==> src/rtl/riscv_load_wb.sv <==
// -----------------------------------------------------------------------------
// riscv_load_wb
//
// This is the completion unit on the write-back side for data-memory accesses.
// It sits directly after the execute stage. When EX issues a granted access,
// this block records the access control: store/load, size, sign extension and
// byte offset. It then waits for the memory response. A load response is
// rotated into place and extended, and it goes straight to the register-file
// write port in the same cycle as data_rvalid_i. A store response finishes
// without any write-back. wb_ready_o is the backpressure that EX uses to gate
// ex_valid.
//
// Optional feature (macro RISCV_LOAD_WB_TIMEOUT_EN):
//   This macro adds a response timeout. It runs for TIMEOUT_CYCLES wait cycles
//   and ends with a one-cycle load_err_o pulse. The block then releases WAIT.
//   Without the macro, WAIT lasts until a response arrives and load_err_o is 0.
//
// Parameters:
//   TIMEOUT_CYCLES         response-wait limit, 1..1023 (used only with the macro)
//
// Ports:
//   clk                    clock, all state updates on the rising edge
//   rst                    synchronous active-high reset
//   ex_valid_i             an instruction leaves EX this cycle
//   data_req_ex_i          that instruction issued a granted memory access
//   data_we_ex_i           the access is a store
//   data_type_ex_i [1:0]   00 word, 01 half, 10 byte, 11 treated as word
//   data_sign_ext_ex_i     sign-extend load data
//   data_addr_ex_i [1:0]   byte offset within the word
//   data_rvalid_i          memory response valid
//   data_rdata_i   [31:0]  memory response data
//   wb_ready_o             WB can accept a new instruction this cycle
//   regfile_wdata_o[31:0]  aligned and extended load result
//   regfile_wdata_valid_o  regfile_wdata_o is valid (load response only)
//   data_misaligned_o      captured access is misaligned (informational)
//   load_err_o             response timeout pulse (0 without the macro)
// -----------------------------------------------------------------------------
module riscv_load_wb #(
    parameter int unsigned TIMEOUT_CYCLES = 255
) (
    input  logic        clk,
    input  logic        rst,
    input  logic        ex_valid_i,
    input  logic        data_req_ex_i,
    input  logic        data_we_ex_i,
    input  logic [1:0]  data_type_ex_i,
    input  logic        data_sign_ext_ex_i,
    input  logic [1:0]  data_addr_ex_i,
    input  logic        data_rvalid_i,
    input  logic [31:0] data_rdata_i,
    output logic        wb_ready_o,
    output logic [31:0] regfile_wdata_o,
    output logic        regfile_wdata_valid_o,
    output logic        data_misaligned_o,
    output logic        load_err_o
);

    // Stop elaboration if the parameter is outside the range the counter is sized for.
    if (TIMEOUT_CYCLES < 1 || TIMEOUT_CYCLES > 1023) begin : g_bad_timeout
        $error("riscv_load_wb: TIMEOUT_CYCLES must be in 1..1023");
    end

    typedef enum logic {
        IDLE = 1'b0,
        WAIT = 1'b1
    } state_t;

    localparam logic [1:0] TYPE_WORD = 2'b00;
    localparam logic [1:0] TYPE_HALF = 2'b01;
    localparam logic [1:0] TYPE_BYTE = 2'b10;

    state_t      state;
    logic        lat_we;
    logic [1:0]  lat_type;
    logic        lat_sign_ext;
    logic [1:0]  lat_offset;
    logic        misaligned_q;

    logic        capture;
    logic        in_wait;
    logic        timeout_hit;
    logic        cap_misaligned;
    logic [31:0] rot;

    // A capture happens when EX sends out a granted access. EX only does this
    // while wb_ready_o is high, so a capture never finds an access still pending.
    assign capture = ex_valid_i & data_req_ex_i;
    assign in_wait = (state == WAIT);

    // The access crosses the word boundary in two cases: a word access at a
    // nonzero offset, or a half access in the last byte lane. Type 11 counts
    // as a word.
    assign cap_misaligned =
        (((data_type_ex_i == TYPE_WORD) || (data_type_ex_i == 2'b11)) && (data_addr_ex_i != 2'b00)) ||
        ((data_type_ex_i == TYPE_HALF) && (data_addr_ex_i == 2'b11));

`ifdef RISCV_LOAD_WB_TIMEOUT_EN
    localparam int unsigned CNT_W = $clog2(TIMEOUT_CYCLES + 1);
    localparam logic [CNT_W-1:0] CNT_LAST = CNT_W'(TIMEOUT_CYCLES - 1);

    logic [CNT_W-1:0] to_cnt;

    // The counter restarts on every capture, so a back-to-back re-entry gets
    // the full window. It counts only the WAIT cycles that have no response.
    always_ff @(posedge clk) begin
        if (rst) begin
            to_cnt <= '0;
        end else if (capture) begin
            to_cnt <= '0;
        end else if (in_wait && !data_rvalid_i) begin
            to_cnt <= to_cnt + 1'b1;
        end
    end

    // A response in the expiry cycle wins, so the timeout is masked by rvalid.
    assign timeout_hit = in_wait & ~data_rvalid_i & (to_cnt == CNT_LAST);
`else
    assign timeout_hit = 1'b0;
`endif

    // Control FSM and capture latches.
    // NOTE: all sequential state here uses non-blocking assignments, so every
    // register samples the values from before the edge; blocking assignments
    // would make the result depend on statement order.
    always_ff @(posedge clk) begin
        if (rst) begin
            // NOTE: every register here is a flop with a defined reset value.
            // There is no storage array, so no state is left unreset.
            state        <= IDLE;
            lat_we       <= 1'b0;
            lat_type     <= 2'b00;
            lat_sign_ext <= 1'b0;
            lat_offset   <= 2'b00;
            misaligned_q <= 1'b0;
        end else begin
            unique case (state)
                IDLE: begin
                    // A stray response in IDLE is dropped.
                    if (capture) begin
                        state <= WAIT;
                    end
                end
                WAIT: begin
                    // A capture in the completion cycle keeps WAIT for the next access.
                    if (!capture && (data_rvalid_i || timeout_hit)) begin
                        state <= IDLE;
                    end
                end
            endcase

            if (capture) begin
                lat_we       <= data_we_ex_i;
                lat_type     <= data_type_ex_i;
                lat_sign_ext <= data_sign_ext_ex_i;
                lat_offset   <= data_addr_ex_i;
                misaligned_q <= cap_misaligned;
            end
        end
    end

    // Rotate right by 8*offset so that the addressed byte moves to lane 0.
    // A misaligned access gives the same rotated value (no second beat).
    always_comb begin
        // NOTE: each combinational output gets a default first. Without one,
        // any path that skips the assignment would infer a latch.
        rot = data_rdata_i;
        unique case (lat_offset)
            2'd0: rot = data_rdata_i;
            2'd1: rot = {data_rdata_i[7:0],  data_rdata_i[31:8]};
            2'd2: rot = {data_rdata_i[15:0], data_rdata_i[31:16]};
            2'd3: rot = {data_rdata_i[23:0], data_rdata_i[31:24]};
        endcase
    end

    // Size select and extension. A word is never extended.
    always_comb begin
        regfile_wdata_o = rot;
        unique case (lat_type)
            TYPE_HALF: regfile_wdata_o = {{16{lat_sign_ext & rot[15]}}, rot[15:0]};
            TYPE_BYTE: regfile_wdata_o = {{24{lat_sign_ext & rot[7]}},  rot[7:0]};
            default:   regfile_wdata_o = rot;
        endcase
    end

    // wb_ready_o depends on registered state plus data_rvalid_i only (the
    // timeout term uses the same inputs). It has no path from ex_valid_i, so
    // there is no combinational loop through EX.
    assign wb_ready_o            = ~in_wait | data_rvalid_i | timeout_hit;
    assign regfile_wdata_valid_o = in_wait & data_rvalid_i & ~lat_we;
    assign data_misaligned_o     = misaligned_q;
    assign load_err_o            = timeout_hit;

endmodule

==> config.mk <==
export PLATFORM = sky130hd
export DESIGN_NAME = riscv_load_wb
export DESIGN_NICKNAME = d
export VERILOG_FILES = /design/src/rtl/riscv_load_wb.sv
export SDC_FILE = /design/constraint.sdc
export NUM_CORES = 1
export LEC_CHECK = 0
export ABC_AREA = 1
export CAP_MARGIN = 0
export CORE_UTILIZATION = 37
export DETAILED_ROUTE_END_ITERATION = 8
export HOLD_SLACK_MARGIN = 0.12
export PLACE_DENSITY = 0.85
export SYNTH_ARGS = -nofsm -noshare
export SYNTH_HDL_FRONTEND = slang
export SYNTH_SLANG_ARGS = --single-unit
export TNS_END_PERCENT = 10
==> constraint.sdc <==
create_clock -name clk -period 1.93 [get_ports clk]
set_clock_uncertainty 0.15 [all_clocks]
set_input_delay 0.386 -clock clk [delete_from_list [all_inputs] [get_ports clk]]
set_output_delay 0.386 -clock clk [all_outputs]
set_load 0.02 [all_outputs]
* After elaboration in Yosys (flattened, before gate mapping)
Cells that the tools add are included.
** Cells by class
- Bitwise gates (word level) :: 8
- Eq/ne operators :: 8
- Muxes and demuxes :: 5
- Reductions and logical operators :: 9
** Operator list (number)
- $pmux W32 S4 :: 1
- $pmux W32 S2 :: 1
- $eq A2 B2 Y1 const B :: 5
- $eq A2 B1 Y1 const B :: 3
- $and A1 B1 Y1 :: 5
- $logic_not A2 Y1 :: 2
- $logic_and A1 B1 Y1 :: 3
- $logic_or A1 B1 Y1 :: 2
- $mux W1 :: 2
- $not A1 Y1 :: 2
- $pmux W1 S2 :: 1
- $reduce_bool A2 Y1 :: 1
- $logic_not A1 Y1 :: 1
- $or A1 B1 Y1 :: 1
** Storage, ports and cells
- Output and inout bits :: 36
- Input bits :: 43
- Bits in registers :: 8
- Word-level logic and storage cells :: 36

* Logic depth before layout (Yosys ltp)
- Depth in word-level cells :: 5
- Gate-level depth with buffers :: 8

* Worst setup path before layout
Ideal clock, no wire load.
- Path type :: register to output
- Start point :: reg lat_type[0]
- End point :: out regfile_wdata_o[19]
- Stages on the path, launching flop included :: 8
- Setup slack :: -78 ps
- Data arrival time :: 1472 ps
- Path buffers :: 1
- Data required time :: 1394 ps
- Cell sequence :: dfxtp_1 -> inv_1 -> ha_1 -> inv_1 -> and3_1 -> nand3_4 -> buf_6 -> nand3_1
** On the way
- Word-level cells in the longest chain between the ends :: 2
- Elaborated cells on any way between the ends :: 3
- Classes of those cells :: eq/ne: 2; mux: 1
** Ends and longest elaborated chain
- from (decl) :: line 74 : logic [1:0] lat_type;
- from (signal assigned) :: line 153 : lat_type <= data_type_ex_i;
- $eq A2 B2 Y1 or $eq A2 B1 Y1 (tied branches) :: line 178 : unique case (lat_type)
- $pmux W32 S2 (*) :: line 178
- to (decl) :: line 52 : output logic [31:0] regfile_wdata_o,
Mark *: on every way between the ends. The rest lies on a longest branch, timed or not.

* Worst setup path in the final report
- Start point :: reg lat_offset[1]
- End point :: out regfile_wdata_o[23]
** On the way
- Word-level cells in the longest chain between the ends :: 4
- Elaborated cells on any way between the ends :: 8
- Classes of those cells :: eq/ne: 3; mux: 2; bitwise: 2; reduce/logical: 1
** Ends and longest elaborated chain
- from (decl) :: line 76 : logic [1:0] lat_offset;
- from (signal assigned) :: line 155 : lat_offset <= data_addr_ex_i;
- $eq A2 B2 Y1, or another cell as far along :: line 167 : unique case (lat_offset)
- $pmux W32 S4 (*) :: line 167
- $and A1 B1 Y1 (on tied branches) :: line 180, 179
- $pmux W32 S2 (*) :: line 178
Marked as above.

==> reports/metrics.csv <==
stage,metric,value,unit
power_and_ir_drop,Pwr Total,1.46,mW
cells_and_area,layout cells sized above 1,32.1,%
drt,DR iter-0 viols,498,
sta,"Hold Violations, Final",0,
cts,total CTS buffers,3,
floorplanning,Initial Util,40.2,%
sta,setup ws final,-0.211,ns
placement,dpl ws,-0.804,ns
drt,TritonRoute pass-1 iters,5,
cells_and_area,Diodes inserted,0,
floorplanning,DIE AREA,0.00439,sq mm
cts,hold_buf cts,0,
critical_path,CP max FO,7,
global_route,GRT overflow,0,
cells_and_area,FF/Latch Area,170,sq um
cells_and_area,post-route cell area,0.00298,sq mm
global_route,global-route wire length before repair,10700,um
global_route,antenna violations before repair,0,
drt,via count,2528,
critical_path,Critical Path Start Type,flip-flop,
synth,synth warn,0,
cts,deepest clock path buffer count,2,
synth,"top cells by area, synth","nand2_1 (26%), nand3_1 (13%), dfxtp_1 (10%)",
sta,Setup TNS,-4.33,ns
cells_and_area,Layout area overhead,94.8,%
status,failing checks,setup timing,
synth,Mapped Nets,346,
sta,final setup fails,30,
critical_path,Most Frequent Cell on Critical Path,nand3_4,
placement,dpl cell area,0.00254,sq mm
sta,Final Max Slew Viols,0,
sta,Tcrit/Tclk final,111,%
critical_path,CP Cell Sequence,inv_6 > nor2_4 > nand2_2 > nand3_4 > nand3_4 > buf_16 > nand3_1 > buf_6,
drt,DR WL/cell,15.1,um
synth,Netlist cell types,26,
cts,Clock Root Buffer,clkbuf_8,
floorplanning,IO Pins,79,
synth,"EDFF count, synth",0,
min_path,hold path depth,2,
sta,RSZ-0062 raised after global routing,true,
global_route,number of global-route vias before repair,2383,
critical_path,CP endpoint kind,primary output,
power_and_ir_drop,Pleak,1.40,nW
synth,synthesized cell area,0.00153,sq mm
floorplanning,die height,66.3,um
cts,clock slew at reported path FFs,0.04,ns
placement,PortBufs,77,
critical_path,WP data required,1.39,ns
sta,Peak Freq,467,MHz
cts,Clock Latency Late Sink,0.22,ns
placement,RD Place Congestion,0.868,
drt,Antenna Nets Post-Route,0,
global_route,largest net degree at the start of global routing,19,
critical_path,Top delay family on crit path,simple AND/OR/NAND/NOR gates,
critical_path,buffers and inverters on the worst path,3,
critical_path,slowest cell on the critical path,dfxtp_4,
cts,CTS tree,yes,
status,status,"complete, but fails checks",
flow_run,max-cap viol count,0,
cts,CTS Sinks,8,
power_and_ir_drop,peak supply drop,0.386,mV
drt,Via density,5.62,
synth,ys async rst share,0,%
floorplanning,Core Area,0.00380,sq mm
drt,# DRC,0,
critical_path,R2R cell count,3,
power_and_ir_drop,power per standard cell area,492,mW/mm^2
cells_and_area,fin util,78.3,%
critical_path,Crit Path Class,flip-flop to primary output,
critical_path,Critical Path Max Stage Delay,0.40,ns
cells_and_area,# fillers,278,
synth,sequential area share after synthesis,10.5,%
synth,leading area contributor after synthesis,nand2_1,
synth,prevailing post-synth register cell,dfxtp_1,
cts,H-tree depth,1,
critical_path,worst path arrival time,1.60,ns
synth,Avg Inst Size Synth,5.09,sq um
synth,Yosys top cell area share,26.3,%
drt,Routed WL,6790,um
synth,Syn Inst Count,300,
sta,fin crit period,2.14,ns
min_path,HP Class,flip-flop to flip-flop,
synth,#FFs+latches synth,8,
cells_and_area,Final Net Count,450,
cells_and_area,Multi-input gate area,0.00142,sq mm
floorplanning,row count,22,
placement,post-detail-place hpwl,4130,um
global_route,Global Route Usage Sum,30.8,%
floorplanning,die extent in x,66.3,um
critical_path,Crit path depth,8,
## final timing paths
check                         to           from  slack (ns)
max          regfile_wdata_o[23]  lat_offset[1]       -0.21
min reg2reg               lat_we         lat_we        0.35
min                       lat_we         lat_we        0.35
max reg2reg        lat_offset[1]  lat_offset[1]        0.84
## power by group
group	leakage (nW)	switching [mW]	internal (mW)
combinational	1.31	0.560	0.518
clock	0.0216	0.0601	0.135
sequential	0.0681	0.0130	0.177
## area by class of cell
cell class	instances	share of cell area, %
Clock buffer	3	1.39
Inverter	18	2.52
Multi-Input combinational cell	256	47.8
Sequential cell	8	5.72
Tap cell	48	2.02
Timing Repair Buffer	117	40.6
## tightest hold or removal path, delay by kind of cell, from the launching register on
family | cells | cell delay (ns)
AND/OR/NAND/NOR | 2 | 0.14
flip-flops | 1 | 0.33
## repair_timing
action | 4_1_cts | 5_1_grt
pin swaps | 14 | 10
resized for setup | 219 | 36
setup endpoints to repair | 34 | 31
buffers inserted | 7 | 3
gates cloned | 3 | 0
## state kept, by name, summed over array words and instances (netlist names)
signal / count
lat_offset: 2
in_wait: 1
lat_we: 1
data_misaligned_o: 1
lat_type: 2
lat_sign_ext: 1
## cell usage in the layout, fill, tap and decap left out, drive strengths merged
| cell type | netlist | routed |
|---|---|---|
| o21ai | 33 | 33 |
| conb | 1 | 1 |
| dlygate4sd2 | 0 | 7 |
| o2111ai | 7 | 7 |
| inv | 18 | 18 |
| clkbuf | 7 | 3 |
| a31oi | 1 | 1 |
| bufbuf | 0 | 1 |
| and2 | 1 | 1 |
| a21oi | 12 | 12 |
| nand3 | 44 | 44 |
| buf | 11 | 71 |
| dfxtp | 8 | 8 |
| ha | 3 | 3 |
| and3 | 1 | 1 |
| clkdlybuf4s50 | 0 | 38 |
| nand2 | 108 | 108 |
| o21bai | 1 | 1 |
| or2 | 2 | 2 |
| nor2 | 42 | 42 |
## synth_stat cells, types with 2 or more instances
| cell | count |
|---|---|
| a21oi_1 | 12 |
| buf_2 | 7 |
| buf_6 | 3 |
| clkbuf_1 | 7 |
| dfxtp_1 | 8 |
| ha_1 | 3 |
| inv_1 | 14 |
| inv_2 | 4 |
| nand2_1 | 107 |
| nand3_1 | 40 |
| nand3_2 | 2 |
| nand3_4 | 2 |
| nor2_1 | 40 |
| o2111ai_1 | 7 |
| o21ai_0 | 32 |
| or2_2 | 2 |
## cells by family after synthesis
kind of cell / synth area share [%]
buffers and inverters: 11.1
adder cells (fa/ha/maj): 2.46
AO/OA/AOI/OAI: 19.7
other: 0.245
AND/OR/NAND/NOR: 56.0
flip-flops: 10.5
## per-layer routing
metal  up-vias  GRT usage (%)  wire length, um
li1       1196              -                -
met1      1119           34.4             2580
met2       184           56.0             3430
met3        29           5.86              616
met4         0           13.6              164
met5         -              0                0
## metrics by stage
stage / hold slack, ns / std cells
after floorplan: 0.301 / 300
after global placement: 0.324 / 435
after detailed placement: 0.350 / 435
after CTS: 0.359 / 448
after global routing: 0.376 / 450
final: 0.354 / 450
Power figures use the tool's default switching activity.
